==> config.mk <==
export PLATFORM = sky130hd
export DESIGN_NAME = simon_seq
export DESIGN_NICKNAME = d
export VERILOG_FILES = /design/src/rtl/simon_seq.sv
export SDC_FILE = /design/constraint.sdc
export NUM_CORES = 1
export LEC_CHECK = 0
export ABC_AREA = 1
export BUFFER_PORTS_ARGS = -buffer_cell sky130_fd_sc_hd__buf_2
export CAP_MARGIN = 0
export CORE_UTILIZATION = 40
export CTS_BUF_LIST = sky130_fd_sc_hd__clkbuf_16
export DETAILED_ROUTE_END_ITERATION = 8
export GPL_TIMING_DRIVEN = 0
export HOLD_SLACK_MARGIN = 0.05
export SYNTH_ARGS = -nofsm -noshare
export SYNTH_HDL_FRONTEND = slang
export SYNTH_SLANG_ARGS = --single-unit
==> constraint.sdc <==
create_clock -name clk -period 2.6 [get_ports clk]
set_input_delay 0 -clock clk [delete_from_list [all_inputs] [get_ports clk]]
set_output_delay 0 -clock clk [all_outputs]
set_load 0.05 [all_outputs]
==> src/rtl/simon_seq.sv <==
// Simon-style memory game sequencer: appends a random 2-bit code per round,
// replays the stored sequence with timed on/off phases, then checks player presses.
// Outputs are decoded from registered state; reset clears state asynchronously.
module simon_seq #(
    parameter int MAX_LEN     = 16,
    parameter int STEP_CYCLES = 25_000_000
) (
    input  logic                             clk,
    input  logic                             rst,
    input  logic                             start,
    input  logic [1:0]                       rnd,
    input  logic                             btn_valid,
    input  logic [1:0]                       btn_code,
    output logic                             show_valid,
    output logic [1:0]                       show_code,
    output logic                             wait_input,
    output logic [$clog2(MAX_LEN+1)-1:0]     level,
    output logic                             win,
    output logic                             fail
);

    localparam int LW = $clog2(MAX_LEN + 1);
    localparam int IW = $clog2(MAX_LEN);
    localparam int PW = (STEP_CYCLES > 1) ? $clog2(STEP_CYCLES) : 1;

    localparam logic [PW-1:0] PH_LAST = PW'(STEP_CYCLES - 1);
    localparam logic [LW-1:0] LEN_MAX = LW'(MAX_LEN);

    localparam logic [2:0] S_IDLE     = 3'd0;
    localparam logic [2:0] S_APPEND   = 3'd1;
    localparam logic [2:0] S_SHOW_ON  = 3'd2;
    localparam logic [2:0] S_SHOW_OFF = 3'd3;
    localparam logic [2:0] S_INPUT    = 3'd4;
    localparam logic [2:0] S_WIN      = 3'd5;
    localparam logic [2:0] S_FAIL     = 3'd6;

    logic [2:0]    state_q, state_d;
    logic [LW-1:0] len_q, len_d;
    logic [IW-1:0] idx_q, idx_d;
    logic [PW-1:0] ph_q, ph_d;
    logic [1:0]    mem_q [MAX_LEN];
    logic [1:0]    mem_d [MAX_LEN];

    logic          ph_last;
    logic          idx_last;

    // Phase and position qualifiers shared by the show and input states
    always_comb begin
        ph_last  = (ph_q == PH_LAST);
        idx_last = (LW'(idx_q) == (len_q - 1'b1));
    end

    // Next-state logic for the game sequencer and sequence storage
    always_comb begin
        state_d = state_q;
        len_d   = len_q;
        idx_d   = idx_q;
        ph_d    = ph_q;
        mem_d   = mem_q;

        case (state_q)
            S_IDLE, S_WIN, S_FAIL: begin
                if (start) begin
                    len_d   = '0;
                    idx_d   = '0;
                    ph_d    = '0;
                    state_d = S_APPEND;
                end
            end

            S_APPEND: begin
                // Only slot len is written so earlier rounds stay intact
                for (int i = 0; i < MAX_LEN; i++) begin
                    if (LW'(i) == len_q) begin
                        mem_d[i] = rnd;
                    end
                end
                len_d   = len_q + 1'b1;
                idx_d   = '0;
                ph_d    = '0;
                state_d = S_SHOW_ON;
            end

            S_SHOW_ON: begin
                if (ph_last) begin
                    ph_d    = '0;
                    state_d = S_SHOW_OFF;
                end else begin
                    ph_d = ph_q + 1'b1;
                end
            end

            S_SHOW_OFF: begin
                if (ph_last) begin
                    ph_d = '0;
                    if (idx_last) begin
                        idx_d   = '0;
                        state_d = S_INPUT;
                    end else begin
                        idx_d   = idx_q + 1'b1;
                        state_d = S_SHOW_ON;
                    end
                end else begin
                    ph_d = ph_q + 1'b1;
                end
            end

            S_INPUT: begin
                if (btn_valid) begin
                    if (btn_code == mem_q[idx_q]) begin
                        if (!idx_last) begin
                            idx_d = idx_q + 1'b1;
                        end else if (len_q < LEN_MAX) begin
                            state_d = S_APPEND;
                        end else begin
                            state_d = S_WIN;
                        end
                    end else begin
                        state_d = S_FAIL;
                    end
                end
            end

            default: begin
                state_d = S_IDLE;
            end
        endcase
    end

    // State registers with asynchronous reset back to an empty idle game
    always_ff @(posedge clk or posedge rst) begin
        if (rst) begin
            state_q <= S_IDLE;
            len_q   <= '0;
            idx_q   <= '0;
            ph_q    <= '0;
            for (int i = 0; i < MAX_LEN; i++) begin
                mem_q[i] <= 2'b00;
            end
        end else begin
            state_q <= state_d;
            len_q   <= len_d;
            idx_q   <= idx_d;
            ph_q    <= ph_d;
            for (int i = 0; i < MAX_LEN; i++) begin
                mem_q[i] <= mem_d[i];
            end
        end
    end

    // Output decode; show_code is forced to zero outside the on phase
    always_comb begin
        show_valid = (state_q == S_SHOW_ON);
        show_code  = show_valid ? mem_q[idx_q] : 2'b00;
        wait_input = (state_q == S_INPUT);
        level      = len_q;
        win        = (state_q == S_WIN);
        fail       = (state_q == S_FAIL);
    end

endmodule

; ---- Word level (Yosys, flattened, before mapping)
; Index checks and enable logic that the tools add are counted.
[totals]
in_bits = 8
reg_bits = 69
[classes]
add_sub_neg = 4
n_reduce_logical = 27
n_eq_ne = 31
bitwise = 1
n_lt_le_gt_ge = 2
mux = 25
[op_table]
columns = op, count
row1 = one-hot mux 25 bit (3 select lines), 1
row2 = two-way mux 25 bit, 2
row3 = "equality test 4 x 5 -> 1 bit, first input constant", 8
row4 = AND reduction 2 bit, 18
row5 = "adder 25 x 1 -> 25 bit, second input constant", 1
row6 = "equality test 25 bit, second input constant", 1
row7 = two-way mux 3 bit, 8
row8 = two-way mux 4 bit, 6
row9 = "equality test 3 x 5 -> 1 bit, first input constant", 4
row10 = one-hot mux 4 bit (4 select lines), 1
row11 = one-hot mux 3 bit (5 select lines), 1
row12 = "equality test 2 x 5 -> 1 bit, first input constant", 2
row13 = one-hot mux 5 bit (2 select lines), 1
row14 = "equality test 3 bit, second input constant", 3
row15 = binary-select mux 2 bit (select 4 bit), 1
row16 = "!= test 2 bit, second input constant", 4
row17 = "equality test 3 x 2 -> 1 bit, second input constant", 2
row18 = two-way mux 2 bit, 3
row19 = AND reduction 6 bit, 1
row20 = "adder 5 x 1 -> 5 bit, second input constant", 1
row21 = "equality test 1 x 5 -> 1 bit, first input constant", 1
row22 = equality test 4 x 5 -> 1 bit, 1
row23 = ">= comparator 5 bit, second input constant", 1
row24 = zero test 5 bit, 1
row25 = 16 further kinds, 17

; ---- Longest topological paths before layout
[logic_depth]
word_depth = 8
ltp_mapped = 14

; ---- Least setup slack after synthesis
; No wires, ideal clock.
[synth_path]
kind = register -> output
start = register state_q[0]
end = output port show_code[0]
arrival_ps = 2283
path_stages_with_launch = 6
slack_ps = 317
required_time_ps = 2600
cell_sequence = dfrtp_1 -> inv_2 -> nand2_1 -> nor2_1 -> inv_1 -> a21oi_1
[synth_via]
elab_chain_len = 2
[synth_lines]
columns = element, line
row1 = "start, declared", 37  ; logic [2:0] state_q, state_d;
row2 = "start signal, assigned", 141  ; state_q <= state_d;
row3 = equality test 3 x 2 -> 1 bit, 153  ; show_valid = (state_q == S_SHOW_ON);
row4 = net show_valid, 14  ; output logic show_valid,
row5 = two-way mux 2 bit, 154  ; show_code = show_valid ? mem_q[idx_q] : 2'b00;
row6 = "end, declared", 15  ; output logic [1:0] show_code,
; The timed path passes the listed nets, and every way through them passes these cells.

; ---- Worst setup path after layout
[layout_path]
start = register len_q[0], in the netlist level[0]
end = register state_q[1]
[layout_via]
elab_chain_len = 5
[layout_lines]
columns = element, line
row1 = "start, declared", 38  ; logic [LW-1:0] len_q, len_d;
row2 = "start signal, assigned", 142  ; len_q <= len_d;
row3 = subtractor 5 x 1 -> 5 bit (*), 50  ; idx_last = (LW'(idx_q) == (len_q - 1'b1));
row4 = equality test 4 x 5 -> 1 bit (*), 50
row5 = two-way mux 3 bit, 96  ; if (idx_last) begin
row6 = two-way mux 3 bit, 94  ; if (ph_last) begin
row7 = one-hot mux 3 bit (5 select lines), 61  ; case (state_q)
; Mark *: on every way between the ends. The rest lies on a longest branch, timed or not. The select of a mux whose other input is x is not followed.
; A chain may end at the register's enable or synchronous reset.

==> metrics.md <==
| Metric | Value |
|---|---|
| Initial core utilization | a little over two fifths |
| Overflow left after global routing | 0 |
| Post-synthesis to final-layout area growth | 13.6% |
| Total wire length after detailed routing | 10200 um |
| CP Cell Sequence | inv_1 -> ha_1 -> xor2_1 -> nor2_1 -> nor3b_2 -> nand2_1 -> nand2_1 -> and3_1 -> nand2_1 -> nand2_1 -> nand2_1 |
| Element type at the critical path end | register |
| Routed vias/inst | roughly 5.1 |
| Maximum number of pins on one net before global-route repair | 70 |
| Die width | about 100 um |
| Number of buffers and inverters on the critical path | 1 |
| Flip-flop and latch count after synthesis | between 60 and 70 |
| Mapped Cells | between 500 and 600 |
| Power Total | ~4.9 mW |
| Commonest cells post-synth | sky130_fd_sc_hd__nand2_1, sky130_fd_sc_hd__inv_1, sky130_fd_sc_hd__dfrtp_1 |
| Post-DRT Antenna Nets | 0 |
| Cells on worst reg2reg path | 11 |
| Required time of the worst setup path | approximately 2.8 ns |
| Main synth FF type | sky130_fd_sc_hd__dfrtp_1 |
| Worst reg2reg path endpoint | state_q[1]$_DFFE_PP0P_ |
| Power per cell area | between 1000 and 1500 nW/um^2 |
| Register-to-register setup slack | about 0.35 ns |
| Cell chosen for the clock root | sky130_fd_sc_hd__clkbuf_16 |
| Top cell type by total area after synthesis | sky130_fd_sc_hd__dfrtp_1 |
| Worst min-delay path startpoint | start |
| Ratio of cells with drive above 1 in the final layout | between 10% and 20% |
| Max-slew violations | 0 |
| Number of warnings printed during yosys synthesis | 0 |
| RD Place Congestion | roughly 0.84 |
| Dominant cells by area after synthesis | sky130_fd_sc_hd__dfrtp_1, sky130_fd_sc_hd__nand2_1, sky130_fd_sc_hd__nand3_1 |
| Residual DRC | 0 |
| Post-CTS setup-driven buffer insertion count | 0 |
| Setup slack of the critical path after layout | about 0.35 ns |
| Synth async-reset ratio | 100% |
| H-tree Lvls | 3 |
| Most numerous cell on the critical path | sky130_fd_sc_hd__nand2_1 |
| Classification of the worst setup path | register to register |
| Peak per-stage delay on the critical path | between 0.4 and 0.5 ns |
| Post-layout net count | 617 |
| Initial antenna violation count | 0 |
| Via count of the first global-routing pass | 3480 |
| Tightest Hold Check Type | input pin to register |
| 1st-iter DRT viols | between 200 and 250 |
| Final setup violating endpoints | 0 |
| Area enclosed by the die boundary | around 11000 um^2 |
| Worst Tran Pin Value | ~0.85 ns |
| Worst max-slew margin expressed relative to the limit | a little over two fifths |
| Ratio of final minimum period to clock period | around 87% |
| Number of filler instances in the final layout | about 1000 |
| Run status | finished, final reports clean |
| First-pass GRT wire length | approximately 17000 um |
| Overall via count from detail_route | 3766 |
| Number of clock buffers inserted by TritonCTS | 9 |
| First-pass iteration count of the detailed router | 5 |
| Max clock buf depth | 2 |
| HPWL after detailed placement | around 7400 um |
| Terminating pin of the worst hold path | level[3]$_DFFE_PP0P_ |
| Cell family contributing the most delay on the critical path | simple AND/OR/NAND/NOR gates |
| Min cycle time layout | approximately 2.2 ns |
| Highest ir drop seen on vdd | between 0.6 and 0.7 mV |
| Post-synth EDFFs | 0 |
| Ports placed on the boundary | 19 |
| Highest clock frequency the design can meet | 0.445 GHz |
| Cell row count | 36 |
| Max FO, Critical Path | 6 |
| Total inserted antenna cells | 0 |
| Clock Sinks | a little under 70 |
| IO buf count | 18 |
| Net Count, Synth | around 590 |
| Total track usage | 19.9% |
| Clock latency reported for the late side of the worst-skew pair | 0.33 ns |
| Area of the placeable core | approximately 10000 um^2 |
| Hold path cells | 4 |
| Static Leak | approximately 2.4 nW |
| Number of max-capacitance violations reported | 0 |
| Post-placement setup slack | about 0.39 ns |
| CTS tree | built |
| Avg Cell Area, Syn | ~7.3 um^2 |
| Startpoint types | register |
| Clock Skews | a little over 0.008 ns |
| Number of hold violations in the final report | 0 |
| Critical R2R Launch | level[0]$_DFFE_PP0P_ |
| Cell with the largest stage delay on the worst path | sky130_fd_sc_hd__dfrtp_1 |
| Routed wirelength normalized by instance count | approximately 14 um |
| Unrepaired setup endpoints after global routing | no |
| Data arrival time of the critical path | around 2.5 ns |
| Total standard cell area after synthesis | 4180 um^2 |
| Height of the die | 104 um |
| Clock slew at the register clock pins of the worst setup and hold paths | approximately 0.050 ns |
| Count of distinct cell types in the synthesized netlist | ~40 |
| Count leader, synth | sky130_fd_sc_hd__nand2_1 |
| Area fraction of the dominant cell type after synthesis | around 41% |
| Share of synthesized area occupied by flip-flops and latches | about 41% |
sequential cells by signal (all words and copies together) (netlist names):
signal   count
mem_q       32
ph_q        25
level        5
idx_q        4
state_q      3
power breakdown:
| group | total, mW | internal (mW) | switching, mW |
|---|---|---|---|
| clock | 1.18 | 0.726 | 0.450 |
| combinational | 2.19 | 0.685 | 1.51 |
| sequential | 1.55 | 1.36 | 0.193 |
| total | 4.92 | 2.77 | 2.15 |
tightest hold or removal path: stages:
cell,delay (ns)
sky130_fd_sc_hd__buf_2,0.08
sky130_fd_sc_hd__nand2_1,0.04
sky130_fd_sc_hd__nand2_1,0.13
sky130_fd_sc_hd__o22ai_1,0.09
area by class of cell:
cell class                 count  area, um^2  share of cell area, %
buffer                        13        82.6                   1.74
inverter                      79         299                   6.30
clock inverter                 5        53.8                   1.13
timing repair buffer          21         120                   2.53
sequential                    69        1730                   36.4
multi-input combinational    409        2080                   43.7
tap                          133         166                   3.50
clock buffer                   9         225                   4.74
how the worst max path moves through the flow:
stage | start | end | cells past startpoint
finish | level[0]$_DFFE_PP0P_ | state_q[1]$_DFFE_PP0P_ | 11
global route | level[0]$_DFFE_PP0P_ | state_q[1]$_DFFE_PP0P_ | 11
CTS | level[0]$_DFFE_PP0P_ | state_q[1]$_DFFE_PP0P_ | 11
detailed placement | level[0]$_DFFE_PP0P_ | state_q[1]$_DFFE_PP0P_ | 11
global placement | rst | level[0]$_DFFE_PP0P_ | 2
floorplan | state_q[0]$_DFFE_PP0P_ | show_code[0] | 5
placed cells by master, fill, tap and decap left out, types with 2 or more instances in the layout:
cell,n
sky130_fd_sc_hd__nand2_1,164
sky130_fd_sc_hd__inv_1,70
sky130_fd_sc_hd__dfrtp_1,69
sky130_fd_sc_hd__nand3_1,56
sky130_fd_sc_hd__o21ai_0,44
sky130_fd_sc_hd__nor2_1,36
sky130_fd_sc_hd__buf_2,24
sky130_fd_sc_hd__xor2_1,16
sky130_fd_sc_hd__nor3_1,12
sky130_fd_sc_hd__a21oi_1,11
sky130_fd_sc_hd__clkbuf_16,9
sky130_fd_sc_hd__o21ai_1,8
sky130_fd_sc_hd__inv_2,7
sky130_fd_sc_hd__nand4_1,7
sky130_fd_sc_hd__ha_1,7
sky130_fd_sc_hd__nand2_2,6
sky130_fd_sc_hd__o22ai_1,6
sky130_fd_sc_hd__nor2_2,5
sky130_fd_sc_hd__nor4_1,4
sky130_fd_sc_hd__buf_6,3
sky130_fd_sc_hd__a31oi_1,3
sky130_fd_sc_hd__clkbuf_1,3
sky130_fd_sc_hd__and3_1,3
sky130_fd_sc_hd__dlygate4sd3_1,3
sky130_fd_sc_hd__nor4_2,2
sky130_fd_sc_hd__o21bai_1,2
sky130_fd_sc_hd__xnor2_1,2
sky130_fd_sc_hd__clkinv_1,2
sky130_fd_sc_hd__a32o_1,2
sky130_fd_sc_hd__clkinvlp_4,2
per-layer routing:
layer | global-route usage [%] | part of all wire [%] | vias up | wire length (um)
met4 | 5.20 | 0.71 | 0 | 72
met1 | 29.7 | 52 | 1777 | 5300
met2 | 29.3 | 44 | 82 | 4450
li1 | - | - | 1902 | -
met5 | 0 | 0 | - | 0
met3 | 3.70 | 3.7 | 5 | 381
timing repair:
action	in CTS	in global routing
gates resized for setup	0	0
hold buffers	3	0
endpoints found under the hold margin	75	0
stage by stage:
step                      cell area [um^2]  hold WS (ns)  setup TNS (ns)  std cells  util, %
after detailed placement              4440         0.249               0        721     44.6
final                                 4750        0.0694               0        738     47.7
after CTS                             4750        0.0617               0        738     47.7
after global placement                4440         0.271           -2.00        721     44.6
after global routing                  4750        0.0910               0        738     47.7
after floorplan                       4180         0.121               0        570        -
kinds of logic after synthesis:
logic type / Yosys count / share of synthesized area [%]
simple gates: 305 / 33.5
buf+inv: 92 / 9.07
compound gates: 79 / 10.3
flops: 69 / 41.3
xor+xnor: 18 / 3.77
fa+ha+maj: 7 / 2.09
Note: power is estimated with default switching activity, not from simulation.
